`src/rtl/bitfusion_pkg.sv`:
```
// Shared types and constants for the Bit Fusion partial-sum accumulator slice.
// Saturation bounds are derived here so every user sees the same ACC_W limits.
package bitfusion_pkg;

  localparam int PSUM_W_DEF = 8;
  localparam int ACC_W_DEF  = 20;
  localparam int CNT_W_DEF  = 8;

  typedef enum logic [1:0] {
    IDLE  = 2'd0,
    ACCUM = 2'd1,
    HOLD  = 2'd2
  } acc_state_e;

  // Largest representable value of a w-bit accumulator.
  function automatic logic [63:0] sat_max(input int unsigned w, input logic is_signed);
    logic [63:0] ones;
    ones = {64{1'b1}} >> (64 - w);
    return is_signed ? (ones >> 1) : ones;
  endfunction

  function automatic logic [63:0] sat_min(input int unsigned w, input logic is_signed);
    return is_signed ? (64'd1 << (w - 1)) : 64'd0;
  endfunction

endpackage

```
`src/rtl/psum_sat_add.sv`:
```
// Extend a psum to accumulator width, add it, and flag range overflow.
// PSUM_ACC_SATURATE_EN clamps the sum on overflow; otherwise it wraps.
module psum_sat_add
  import bitfusion_pkg::*;
#(
  parameter int PSUM_W = PSUM_W_DEF,
  parameter int ACC_W  = ACC_W_DEF
) (
  input  logic [ACC_W-1:0]  acc,
  input  logic [PSUM_W-1:0] psum,
  input  logic              is_signed,
  output logic [ACC_W-1:0]  sum,
  output logic              ovf
);

  localparam int EXT_W = ACC_W - PSUM_W;
`ifdef PSUM_ACC_SATURATE_EN
  localparam logic [ACC_W-1:0] SMAX = ACC_W'(sat_max(ACC_W, 1'b1));
  localparam logic [ACC_W-1:0] SMIN = ACC_W'(sat_min(ACC_W, 1'b1));
  localparam logic [ACC_W-1:0] UMAX = ACC_W'(sat_max(ACC_W, 1'b0));
`endif

  logic [ACC_W:0] a_s;
  logic [ACC_W:0] b_s;
  logic [ACC_W:0] raw_s;
  logic           pad_s;

  // One guard bit above ACC_W holds the true sign/carry of the add.
  always_comb begin
    pad_s = is_signed & psum[PSUM_W-1];
    a_s   = {is_signed & acc[ACC_W-1], acc};
    b_s   = {{(EXT_W + 1){pad_s}}, psum};
    raw_s = a_s + b_s;
    if (is_signed) begin
      ovf = raw_s[ACC_W] ^ raw_s[ACC_W-1];
    end else begin
      ovf = raw_s[ACC_W];
    end
`ifdef PSUM_ACC_SATURATE_EN
    if (!ovf) begin
      sum = raw_s[ACC_W-1:0];
    end else if (is_signed) begin
      sum = raw_s[ACC_W] ? SMIN : SMAX;
    end else begin
      sum = UMAX;
    end
`else
    sum = raw_s[ACC_W-1:0];
`endif
  end

endmodule

```
`src/rtl/psum_accumulator.sv`:
```
// Accumulates a programmable window of 8-bit psums into a wide result on a valid/ready port.
// Build option PSUM_ACC_SATURATE_EN selects clamping instead of wrap-around on overflow.
module psum_accumulator
  import bitfusion_pkg::*;
#(
  parameter int PSUM_W = PSUM_W_DEF,
  parameter int ACC_W  = ACC_W_DEF,
  parameter int CNT_W  = CNT_W_DEF
) (
  input  logic              clk,
  input  logic              rst_n,
  input  logic [PSUM_W-1:0] psum_in,
  input  logic              psum_valid,
  input  logic              psum_signed,
  output logic              psum_ready,
  input  logic [CNT_W-1:0]  acc_len,
  input  logic              flush,
  output logic [ACC_W-1:0]  acc_out,
  output logic [CNT_W-1:0]  acc_count,
  output logic              acc_ovf,
  output logic              acc_valid,
  input  logic              acc_ready
);

  localparam logic [CNT_W-1:0] CNT_ONE = {{(CNT_W - 1){1'b0}}, 1'b1};

  acc_state_e       state_r;
  logic [ACC_W-1:0] acc_r;
  logic [CNT_W-1:0] cnt_r;
  logic [CNT_W-1:0] len_r;
  logic             signed_r;
  logic             ovf_r;
  logic             valid_r;

  logic             take_in_s;
  logic             take_out_s;
  logic             in_accum_s;
  logic             start_s;
  logic [CNT_W-1:0] len_eff_s;
  logic [CNT_W-1:0] cnt_inc_s;
  logic [ACC_W-1:0] add_acc_s;
  logic [ACC_W-1:0] add_sum_s;
  logic             add_signed_s;
  logic             add_ovf_s;

  // Upstream back-pressure: only HOLD waits on the downstream handshake.
  always_comb begin
    psum_ready = 1'b0;
    if (!rst_n) begin
      psum_ready = 1'b0;
    end else begin
      case (state_r)
        IDLE, ACCUM: psum_ready = 1'b1;
        HOLD:        psum_ready = acc_ready;
        default:     psum_ready = 1'b0;
      endcase
    end
  end

  // Handshakes and adder operand selection; a window start adds onto zero.
  always_comb begin
    take_in_s    = psum_valid & psum_ready;
    take_out_s   = valid_r & acc_ready;
    in_accum_s   = (state_r == ACCUM);
    start_s      = take_in_s & ~in_accum_s;
    len_eff_s    = (acc_len == {CNT_W{1'b0}}) ? CNT_ONE : acc_len;
    cnt_inc_s    = cnt_r + CNT_ONE;
    add_acc_s    = in_accum_s ? acc_r : {ACC_W{1'b0}};
    add_signed_s = in_accum_s ? signed_r : psum_signed;
  end

  psum_sat_add #(
    .PSUM_W (PSUM_W),
    .ACC_W  (ACC_W)
  ) u_add (
    .acc       (add_acc_s),
    .psum      (psum_in),
    .is_signed (add_signed_s),
    .sum       (add_sum_s),
    .ovf       (add_ovf_s)
  );

  // Window FSM and result registers.
  always_ff @(posedge clk) begin
    if (!rst_n) begin
      state_r  <= IDLE;
      acc_r    <= {ACC_W{1'b0}};
      cnt_r    <= {CNT_W{1'b0}};
      len_r    <= CNT_ONE;
      signed_r <= 1'b0;
      ovf_r    <= 1'b0;
      valid_r  <= 1'b0;
    end else if (start_s) begin
      len_r    <= len_eff_s;
      signed_r <= psum_signed;
      acc_r    <= add_sum_s;
      cnt_r    <= CNT_ONE;
      ovf_r    <= 1'b0;
      if ((len_eff_s == CNT_ONE) || flush) begin
        state_r <= HOLD;
        valid_r <= 1'b1;
      end else begin
        state_r <= ACCUM;
        valid_r <= 1'b0;
      end
    end else begin
      case (state_r)
        IDLE: begin
          state_r <= IDLE;
          valid_r <= 1'b0;
        end
        ACCUM: begin
          if (take_in_s) begin
`ifdef PSUM_ACC_SATURATE_EN
            // Once clamped, the window keeps its rail value.
            if (!ovf_r) begin
              acc_r <= add_sum_s;
            end else begin
              acc_r <= acc_r;
            end
`else
            acc_r <= add_sum_s;
`endif
            cnt_r <= cnt_inc_s;
            ovf_r <= ovf_r | add_ovf_s;
            if ((cnt_inc_s == len_r) || flush) begin
              state_r <= HOLD;
              valid_r <= 1'b1;
            end else begin
              state_r <= ACCUM;
              valid_r <= 1'b0;
            end
          end else if (flush) begin
            state_r <= HOLD;
            valid_r <= 1'b1;
          end else begin
            state_r <= ACCUM;
            valid_r <= 1'b0;
          end
        end
        HOLD: begin
          if (take_out_s) begin
            state_r <= IDLE;
            valid_r <= 1'b0;
          end else begin
            state_r <= HOLD;
            valid_r <= 1'b1;
          end
        end
        default: begin
          state_r <= IDLE;
          valid_r <= 1'b0;
        end
      endcase
    end
  end

  assign acc_out   = acc_r;
  assign acc_count = cnt_r;
  assign acc_ovf   = ovf_r;
  assign acc_valid = valid_r;

endmodule

```
`config.mk`:
```
export PLATFORM = sky130hd
export DESIGN_NAME = psum_accumulator
export DESIGN_NICKNAME = d
export VERILOG_FILES = /design/src/rtl/bitfusion_pkg.sv /design/src/rtl/psum_sat_add.sv /design/src/rtl/psum_accumulator.sv
export SDC_FILE = /design/constraint.sdc
export NUM_CORES = 1
export LEC_CHECK = 0
export CORE_ASPECT_RATIO = 1.1
export CORE_UTILIZATION = 49
export DETAILED_ROUTE_END_ITERATION = 12
export HOLD_SLACK_MARGIN = 0.06
export PLACE_DENSITY = 0.83
export SKIP_CTS_REPAIR_TIMING = 1
export SYNTH_ARGS = -nofsm -noshare
export SYNTH_HDL_FRONTEND = slang
export SYNTH_HIERARCHICAL = 1
export SYNTH_SLANG_ARGS = --single-unit
```
`constraint.sdc`:
```
create_clock -name clk -period 3.3 [get_ports clk]
set_clock_uncertainty 0.1 [all_clocks]
set_input_delay 0.33 -clock clk [delete_from_list [all_inputs] [get_ports clk]]
set_output_delay 0.33 -clock clk [all_outputs]
set_load 0.01 [all_outputs]
```
==> results of run 1 <==
-- power by group --
part | internal [mW] | total [mW] | switching, mW
logic | 0.116 | 0.235 | 0.119
registers | 0.500 | 0.517 | 0.0162
clock network | 0.217 | 0.406 | 0.189
-- routing by layer --
| layer | routed length (um) | vias to the layer above | track usage (%) |
|---|---|---|---|
| met5 | 0 | - | 0 |
| met4 | 116 | 0 | 8.76 |
| met3 | 340 | 11 | 3.68 |
| met2 | 4010 | 84 | 43.1 |
| met1 | 3430 | 1433 | 27.7 |
| li1 | - | 1511 | - |
-- worst reg2reg max path: stages, from the launching register on --
cell	delay [ps]
dfxtp_4	380
inv_4	40
ha_4	210
and2_4	180
ha_4	160
fa_2	370
a21o_1	230
a221oi_4	210
buf_4	190
o21bai_4	130
a2111oi_2	370
a41o_1	150
xor2_1	150
nand2_1	60
a21boi_1	140
-- worst max-delay path by stage --
| stage | startpoint | end |
|---|---|---|
| 6_report | state_r[1]$_SDFF_PN0_ | acc_out[16]$_SDFFE_PN0P_ |
| 3_3_place_gp | psum_in[0] | acc_out[16]$_SDFFE_PN0P_ |
| 5_1_grt | state_r[1]$_SDFF_PN0_ | acc_out[16]$_SDFFE_PN0P_ |
| 2_1_floorplan | state_r[1]$_SDFF_PN0_ | acc_out[16]$_SDFFE_PN0P_ |
| 4_1_cts | state_r[1]$_SDFF_PN0_ | acc_out[16]$_SDFFE_PN0P_ |
| 3_5_place_dp | psum_in[0] | acc_out[16]$_SDFFE_PN0P_ |
-- cell usage after synthesis, types with 4 or more instances --
library cell and n:
o31ai_1 4, a21o_1 4, a31oi_1 5, and2_1 31, nand3b_1 4, xnor2_1 13, a21boi_0 23, nand2_1 62
buf_2 13, nor2_1 18, dfxtp_1 40, inv_1 5, nor2b_1 12, clkbuf_1 9, a21oi_1 10, ha_1 13
nand3_1 13, o21ai_1 4, o21ai_0 12, nor3_1 6, mux2i_1 12, o21a_1 4, xor2_1 11, and3_1 6
-- through the flow --
step	hold slack (ps)	worst slack [ps]	setup TNS, ps	total power [mW]	instance area [sq um]
floorplan	354	-10.1	-10.1	0.674	3260
global placement	353	165	0	0.756	3820
detailed placement	361	115	0	0.762	3820
CTS	373	116	0	1.17	3930
global route	399	6.65	0	1.21	3950
finish	371	168	0	1.16	3950
-- state kept, by name, summed over array words and instances, names as in the netlist --
signal     cells
acc_count      8
acc_out       20
acc_ovf        1
len_r          8
signed_r       1
state_r        2
-- cells by family after synthesis --
group	Yosys count	share of synthesized area (%)
xor gates and xnor gates	24	6.58
buffers and inverters	30	4.11
and+or+nand+nor	178	29.7
muxes	13	4.11
adders and majority gates	14	5.71
AOI/OAI and AO/OA	100	24.8
DFF	40	25.0
-- area by class of cell --
class                   instances  area (sq um)  area share, %
flip-flops and latches         40           805           20.4
repair buffers                 63           603           15.3
clock inverters                 1          8.76          0.222
clock buffers                   7           108           2.73
well taps                      80           100           2.54
multi-input cells             329          2300           58.3
inverters                       5          21.3          0.539
==> impl_metrics.csv, run 1 <==
group,metric,value,unit
clock_network,cts.reportedPaths.clkPinSlew,80,ps
floorplanning,die_h,86.7,um
final_layout,layout_common_cells,"nand2_1 (62), clkdlybuf4s50_1 (52), dfxtp_1 (39)",
place,gp_congestion,0.985,
clock_network,insertion_delay,300,ps
sta,post-route-period-util,94.9,%
global_route,grt_pass1_wl,13100,um
worst_setup_path,worstSetupStartpointType,"register",
sta,hold_viol_final,0,
yosys,ys_ff_latch,40,
sta,relSlewSlack,63.8,%
global_route,gr-total-overflow,0,
route,wl,7890,um
yosys,synth_area,3200,sq um
floorplanning,core.rowCount,30,
worst_setup_path,slowest_delay,380,ps
route,dr.pass1.iters,4,
global_route,antenna_found_initial,0,
pwr,power_density,293,nW/um^2
yosys,ys_seq_area_share,25.0,%
floorplanning,core-area,6230,sq um
hold_path,worstHoldStart,"acc_out[12]$_SDFFE_PN0P_",
route,viasPerCell,5.79,
floorplanning,start_util,51.3,%
worst_setup_path,reg2reg_to,"acc_out[16]$_SDFFE_PN0P_",
yosys,ys_top_cells_by_area,"dfxtp_1 (25%), nand2_1 (7.3%), and2_1 (6.1%), a21boi_0 (5.4%), ha_1 (5.1%)",
final_layout,fin_nets,480,
worst_setup_path,reg2reg_from,"state_r[1]$_SDFF_PN0_",
global_route,grt_max_degree,42,
yosys,async_flop_share,0,%
worst_setup_path,cp.buffers_inverters,2,
final_layout,final_cell_count_no_fill,525,
yosys,ys.flop_type,"dfxtp_1",
sta,fmax,319,MHz
floorplanning,die-area,6850,sq um
final_layout,areaGrowthSynthToFinish,23.5,%
clock_network,cts_tree,"done",
yosys,syn_area_per_cell,8.01,sq um
yosys,synth_edf_count,0,
place,place_hpwl,5730,um
worst_setup_path,crit_family,"compound AO/OA/AOI/OAI gates",
route,ant_nets,0,
sta,setup_viol,0,
route,vias,3039,
yosys,synthCells,399,
clock_network,clk_path_buf_depth,2,
floorplanning,die_w,79.0,um
sta,slew_violations,0,
worst_setup_path,worstPathCellList,"inv_4 > ha_4 > and2_4 > ha_4 > fa_2 > a21o_1 > a221oi_4 > buf_4 > o21bai_4 > a2111oi_2 > a41o_1 > xor2_1 > nand2_1 > a21boi_1",
place,dp.cells,515,
hold_path,min_to,"acc_out[12]$_SDFFE_PN0P_",
worst_setup_path,cp_max_fo,15,
worst_setup_path,reg2reg_depth,14,
place,io_buffers,52,
clock_network,cts.sinks,40,
final_layout,diodes,0,
route,drc,0,
flow_run,cap_violations,0,
sta,period_needed,3130,ps
final_layout,fin_util,63.4,%
clock_network,cts_max_level,2,
sta,worst_pin_slew,543,ps
pwr,p_leak,1.51,nW
hold_path,min_path_type,"reg -> reg",
worst_setup_path,critical_path.most_common_cell,"ha_4",
worst_setup_path,critPathCaptureType,"register",
yosys,syn_nets,435,
worst_setup_path,worst-path-stages,14,
final_layout,drive_above_1_share,10.6,%
hold_path,hold_depth,2,
final_layout,final_common_cell,"nand2_1",
floorplanning,design.portCount,53,
clock_network,numCtsBuffers,5,
final_layout,fillers,564,
route,wl_per_cell,15.0,um
outcome,status,"complete, no violations",
yosys,yosysTopAreaCell,"dfxtp_1",
yosys,synth_top_area_share,25.0,%
worst_setup_path,crit_type,"reg -> reg",
route,drtIter0Drc,167,
pwr,ir_worst_vdd,0.208,mV
worst_setup_path,r2r_slack,170,ps
worst_setup_path,slowest_stage,"dfxtp_4",
global_route,grt_pass1_vias,2901,
worst_setup_path,arrival,3270,ps
yosys,yosysWarnings,6,
clock_network,root_buffer,"clkbuf_8",
sta,rsz0062_at_grt,"false",
yosys,synth_cell_types,69,
global_route,grt_util_all_layers,23.7,%
worst_setup_path,cp.required,3430,ps
(Power assumes the default switching activity.)
==> run 2: changes to the inputs <==
Settings changed: CORE_MARGIN set to 4.
==> impl_metrics.csv, run 2 (same netlist as run 1, synthesis figures left out) <==
group,metric,value,unit
floorplanning,core-area,6270,sq um
final_layout,final_area,3910,sq um
global_route,grt_util_all_layers,20.7,%
route,dr.pass1.iters,5,
clock_network,root_buffer,"clkbuf_8",
clock_network,clk_path_buf_depth,2,
place,post_dp_cell_area,3820,sq um
sta,worst_pin_slew,766,ps
route,ant_nets,0,
worst_setup_path,cp.required,3420,ps
final_layout,areaGrowthSynthToFinish,22.2,%
worst_setup_path,reg2reg_from,"state_r[1]$_SDFF_PN0_",
clock_network,cts.sinks,40,
floorplanning,design.portCount,53,
sta,setup_viol,0,
sta,rsz0062_at_grt,"false",
clock_network,cts.reportedPaths.clkPinSlew,80,ps
global_route,gr-total-overflow,0,
worst_setup_path,reg2reg_to,"acc_out[16]$_SDFFE_PN0P_",
sta,relSlewSlack,48.5,%
worst_setup_path,critPathCaptureType,"register",
global_route,grt_pass1_vias,2915,
pwr,ir_worst_vdd,0.175,mV
worst_setup_path,arrival,3240,ps
final_layout,drive_above_1_share,10.2,%
pwr,p_leak,1.49,nW
clock_network,cts_max_level,2,
floorplanning,die_w,85.0,um
final_layout,fin_nets,479,
hold_path,min_path_type,"reg -> reg",
place,gp_congestion,0.976,
global_route,grt_pass1_wl,13600,um
flow_run,cap_violations,0,
route,viasPerCell,5.87,
place,dp.cells,515,
final_layout,final_cell_count_no_fill,523,
floorplanning,start_util,51.0,%
worst_setup_path,crit_type,"reg -> reg",
worst_setup_path,endpoint,"acc_out[16]$_SDFFE_PN0P_",
place,io_buffers,52,
place,place_hpwl,5890,um
worst_setup_path,reg2reg_depth,13,
clock_network,numCtsBuffers,5,
route,wl,8180,um
floorplanning,die_h,92.7,um
clock_network,insertion_delay,300,ps
sta,fmax,320,MHz
floorplanning,die-area,7880,sq um
sta,hold_viol_final,0,
final_layout,diodes,0,
global_route,antenna_found_initial,0,
final_layout,layout_common_cells,"nand2_1 (62), clkdlybuf4s50_1 (52), dfxtp_1 (39)",
sta,period_needed,3120,ps
pwr,power_density,276,nW/um^2
route,wl_per_cell,15.6,um
route,drtIter0Drc,323,
sta,whs,367,ps
outcome,status,"complete, no violations",
sta,slew_violations,0,
final_layout,largest_reg_flops,20,
floorplanning,core.rowCount,30,
route,vias,3069,
global_route,grt_max_degree,42,
worst_setup_path,cp-startpoint,"state_r[1]$_SDFF_PN0_",
worst_setup_path,r2r_slack,180,ps
route,drc,0,
worst_setup_path,cp_max_fo,8,
final_layout,final_common_cell,"nand2_1",
sta,post-route-period-util,94.6,%
clock_network,cts_tree,"done",
worst_setup_path,worstSetupStartpointType,"register",
run 2: changes by cell type in the layout (fill, tap and decap cells not counted):
| cell | delta |
|---|---|
| clkinvlp_4 | +1 |
| clkbuf_16 | -1 |
| clkbuf_8 | -1 |
| buf_4 | -1 |
| clkinv_2 | +1 |
| clkinv_4 | -1 |
run 2: final cells by class:
class                      count  area (sq um)
fill                         530          2360
multi-input combinational    329          2300
sequential                    40           805
timing repair buffer          62           596
tap                           80           100
clock buffer                   5          68.8
inverter                       5          21.3
clock inverter                 2          12.5
run 2: layer usage:
| metal | routed length, um | global-route usage [%] |
|---|---|---|
| met4 | 171 | 6.99 |
| met1 | 3520 | 26.4 |
| met2 | 3980 | 34.9 |
| met3 | 511 | 3.91 |
| met5 | 0 | 0 |
run 2: power by group:
group | total, mW | leakage, nW | switching, mW | internal (mW)
Clock | 0.325 | 0.0400 | 0.181 | 0.144
Sequential | 0.517 | 0.326 | 0.0165 | 0.500
Combinational | 0.236 | 1.13 | 0.120 | 0.116
run 2: worst min path at each step:
stage / start / end / slack, ps / cells after the start
after floorplan: signed_r$_SDFFE_PN0P_ / signed_r$_SDFFE_PN0P_ / 350 / 2
after global placement: acc_out[12]$_SDFFE_PN0P_ / acc_out[12]$_SDFFE_PN0P_ / 350 / 2
after detailed placement: acc_out[12]$_SDFFE_PN0P_ / acc_out[12]$_SDFFE_PN0P_ / 360 / 2
after CTS: acc_out[12]$_SDFFE_PN0P_ / acc_out[12]$_SDFFE_PN0P_ / 370 / 2
after global routing: acc_out[12]$_SDFFE_PN0P_ / acc_out[12]$_SDFFE_PN0P_ / 400 / 2
final: acc_out[12]$_SDFFE_PN0P_ / acc_out[12]$_SDFFE_PN0P_ / 370 / 2
run 2: stage by stage:
stage / total power, mW / setup TNS [ps] / setup WS, ps / util (%)
after global routing: 1.13 / 0 / 16.9 / 62.3
final: 1.08 / 0 / 178 / 62.3
after detailed placement: 0.762 / 0 / 140 / 60.9
after floorplan: 0.674 / -10.1 / -10.1 / -
after global placement: 0.755 / 0 / 194 / 60.9
after CTS: 1.09 / 0 / 155 / 62.2
run 2: critical path, stage by stage (launching register included):
cell and delay, ps:
dfxtp_4 380, inv_4 40, ha_4 180, and2_4 170
ha_4 160, fa_2 370, a21o_1 230, a221oi_4 380
o21bai_4 160, a2111oi_2 370, a41o_1 150, xor2_1 150
nand2_1 60, a21boi_1 140
==> run 3: changes to the inputs <==
Settings changed: CORE_ASPECT_RATIO 1.1 to 0.7.
==> impl_metrics.csv, run 3 (same netlist as run 1, synthesis figures left out) <==
group,metric,value,unit
floorplanning,design.portCount,53,
clock_network,root_buffer,"clkbuf_8",
worst_setup_path,crit_type,"reg -> reg",
final_layout,areaGrowthSynthToFinish,23.3,%
final_layout,multi_input_area,2310,sq um
floorplanning,die-area,7900,sq um
worst_setup_path,cp.required,3420,ps
floorplanning,die_h,75.6,um
sta,period_needed,3120,ps
route,wl,8750,um
sta,tns,0,ps
floorplanning,core-area,6280,sq um
floorplanning,start_util,50.9,%
sta,post-route-period-util,94.6,%
final_layout,seqCellArea,805,sq um
global_route,gr-total-overflow,0,
route,vias,3143,
global_route,grt_max_degree,28,
route,ant_nets,0,
global_route,antenna_found_initial,0,
final_layout,drive_above_1_share,10.8,%
route,drtIter0Drc,370,
clock_network,cts_max_level,2,
worst_setup_path,worstPathCellList,"inv_4 > ha_4 > and2_4 > ha_4 > fa_2 > a21o_1 > a221oi_4 > buf_4 > o31ai_2 > o2111ai_1 > mux2i_1 > xor2_1 > nand2_1 > a21boi_0",
worst_setup_path,worstSetupStartpointType,"register",
place,io_buffers,52,
sta,hold_viol_final,0,
final_layout,fillers,545,
clock_network,clk_path_buf_depth,2,
sta,fmax,320,MHz
global_route,grt_util_all_layers,21.9,%
sta,relSlewSlack,56.4,%
final_layout,diodes,0,
sta,setup_viol,0,
place,post_dp_cell_area,3810,sq um
pwr,ir_worst_vdd,0.208,mV
sta,rsz0062_at_grt,"false",
place,place_hpwl,6450,um
final_layout,final_cell_count_no_fill,523,
outcome,status,"complete, no violations",
place,dp.cells,513,
floorplanning,core.rowCount,24,
worst_setup_path,critical_path.most_common_cell,"ha_4",
worst_setup_path,cp_max_fo,10,
floorplanning,die_w,105,um
route,viasPerCell,6.01,
place,gp_congestion,1.00,
final_layout,layout_common_cells,"nand2_1 (61), clkdlybuf4s50_1 (52), dfxtp_1 (39)",
sta,slew_violations,0,
route,wl_per_cell,16.7,um
final_layout,fin_nets,480,
clock_network,cts_tree,"done",
clock_network,numCtsBuffers,5,
flow_run,cap_violations,0,
final_layout,final_common_cell,"nand2_1",
pwr,p_leak,1.51,nW
clock_network,cts.reportedPaths.clkPinSlew,80,ps
pwr,power_density,297,nW/um^2
final_layout,largest_reg_flops,20,
clock_network,insertion_delay,300,ps
route,drc,0,
sta,worst_pin_slew,648,ps
worst_setup_path,critPathCaptureType,"register",
final_layout,final_area,3940,sq um
worst_setup_path,slowest_delay,390,ps
worst_setup_path,arrival,3240,ps
hold_path,min_path_type,"reg -> reg",
global_route,grt_pass1_vias,2879,
worst_setup_path,slowest_stage,"dfxtp_4",
clock_network,cts.sinks,40,
global_route,grt_pass1_wl,14200,um
route,dr.pass1.iters,5,
==> run 3: layout make-up <==
cell class | count | area share, %
clock buffer | 6 | 1.84
sequential | 40 | 20.4
tap | 78 | 2.48
clock inverter | 2 | 0.889
timing repair buffer | 63 | 15.3
multi-input combinational | 329 | 58.6
inverter | 5 | 0.540
==> run 3: per-layer routing <==
| metal | track usage [%] | vias to the layer above | part of all wire [%] | wire [um] |
|---|---|---|---|---|
| met1 | 31.7 | 1478 | 50 | 4400 |
| met5 | 0 | - | 0 | 0 |
| met4 | 4.42 | 0 | 0.89 | 78 |
| li1 | - | 1514 | - | - |
| met3 | 3.81 | 9 | 7.7 | 675 |
| met2 | 34.5 | 142 | 41 | 3590 |
==> run 3: critical path, delay by kind of cell (launching register included) <==
family | cells | cell delay [ps]
AO/OA/AOI/OAI | 5 | 980
XOR/XNOR | 1 | 160
adder cells (fa/ha/maj) | 3 | 720
buffers and inverters | 2 | 230
flip-flops | 1 | 390
multiplexers | 1 | 240
AND/OR/NAND/NOR | 2 | 230
==> run 3: final timing paths <==
kind | start | end | slack [ps] | cells after the start
hold reg to reg | acc_out[12]$_SDFFE_PN0P_ | acc_out[12]$_SDFFE_PN0P_ | 370 | 2
setup / recovery | state_r[1]$_SDFF_PN0_ | acc_out[18]$_SDFFE_PN0P_ | 180 | 14
hold / removal | acc_out[12]$_SDFFE_PN0P_ | acc_out[12]$_SDFFE_PN0P_ | 370 | 2
setup reg to reg | state_r[1]$_SDFF_PN0_ | acc_out[18]$_SDFFE_PN0P_ | 180 | 14
==> run 3: power breakdown <==
group,leakage [nW],switching [mW],internal (mW)
registers,0.326,0.0181,0.500
clock network,0.0552,0.186,0.225
logic,1.13,0.123,0.116
==> run 3: metrics by stage <==
step	worst slack [ps]	util (%)	hold WS, ps	total power, mW
4_1_cts	176	62.5	369	1.17
5_1_grt	3.35	62.8	391	1.22
6_report	177	62.8	367	1.17
3_5_place_dp	139	60.8	357	0.766
2_1_floorplan	-10.1	-	354	0.674
3_3_place_gp	205	60.8	358	0.760
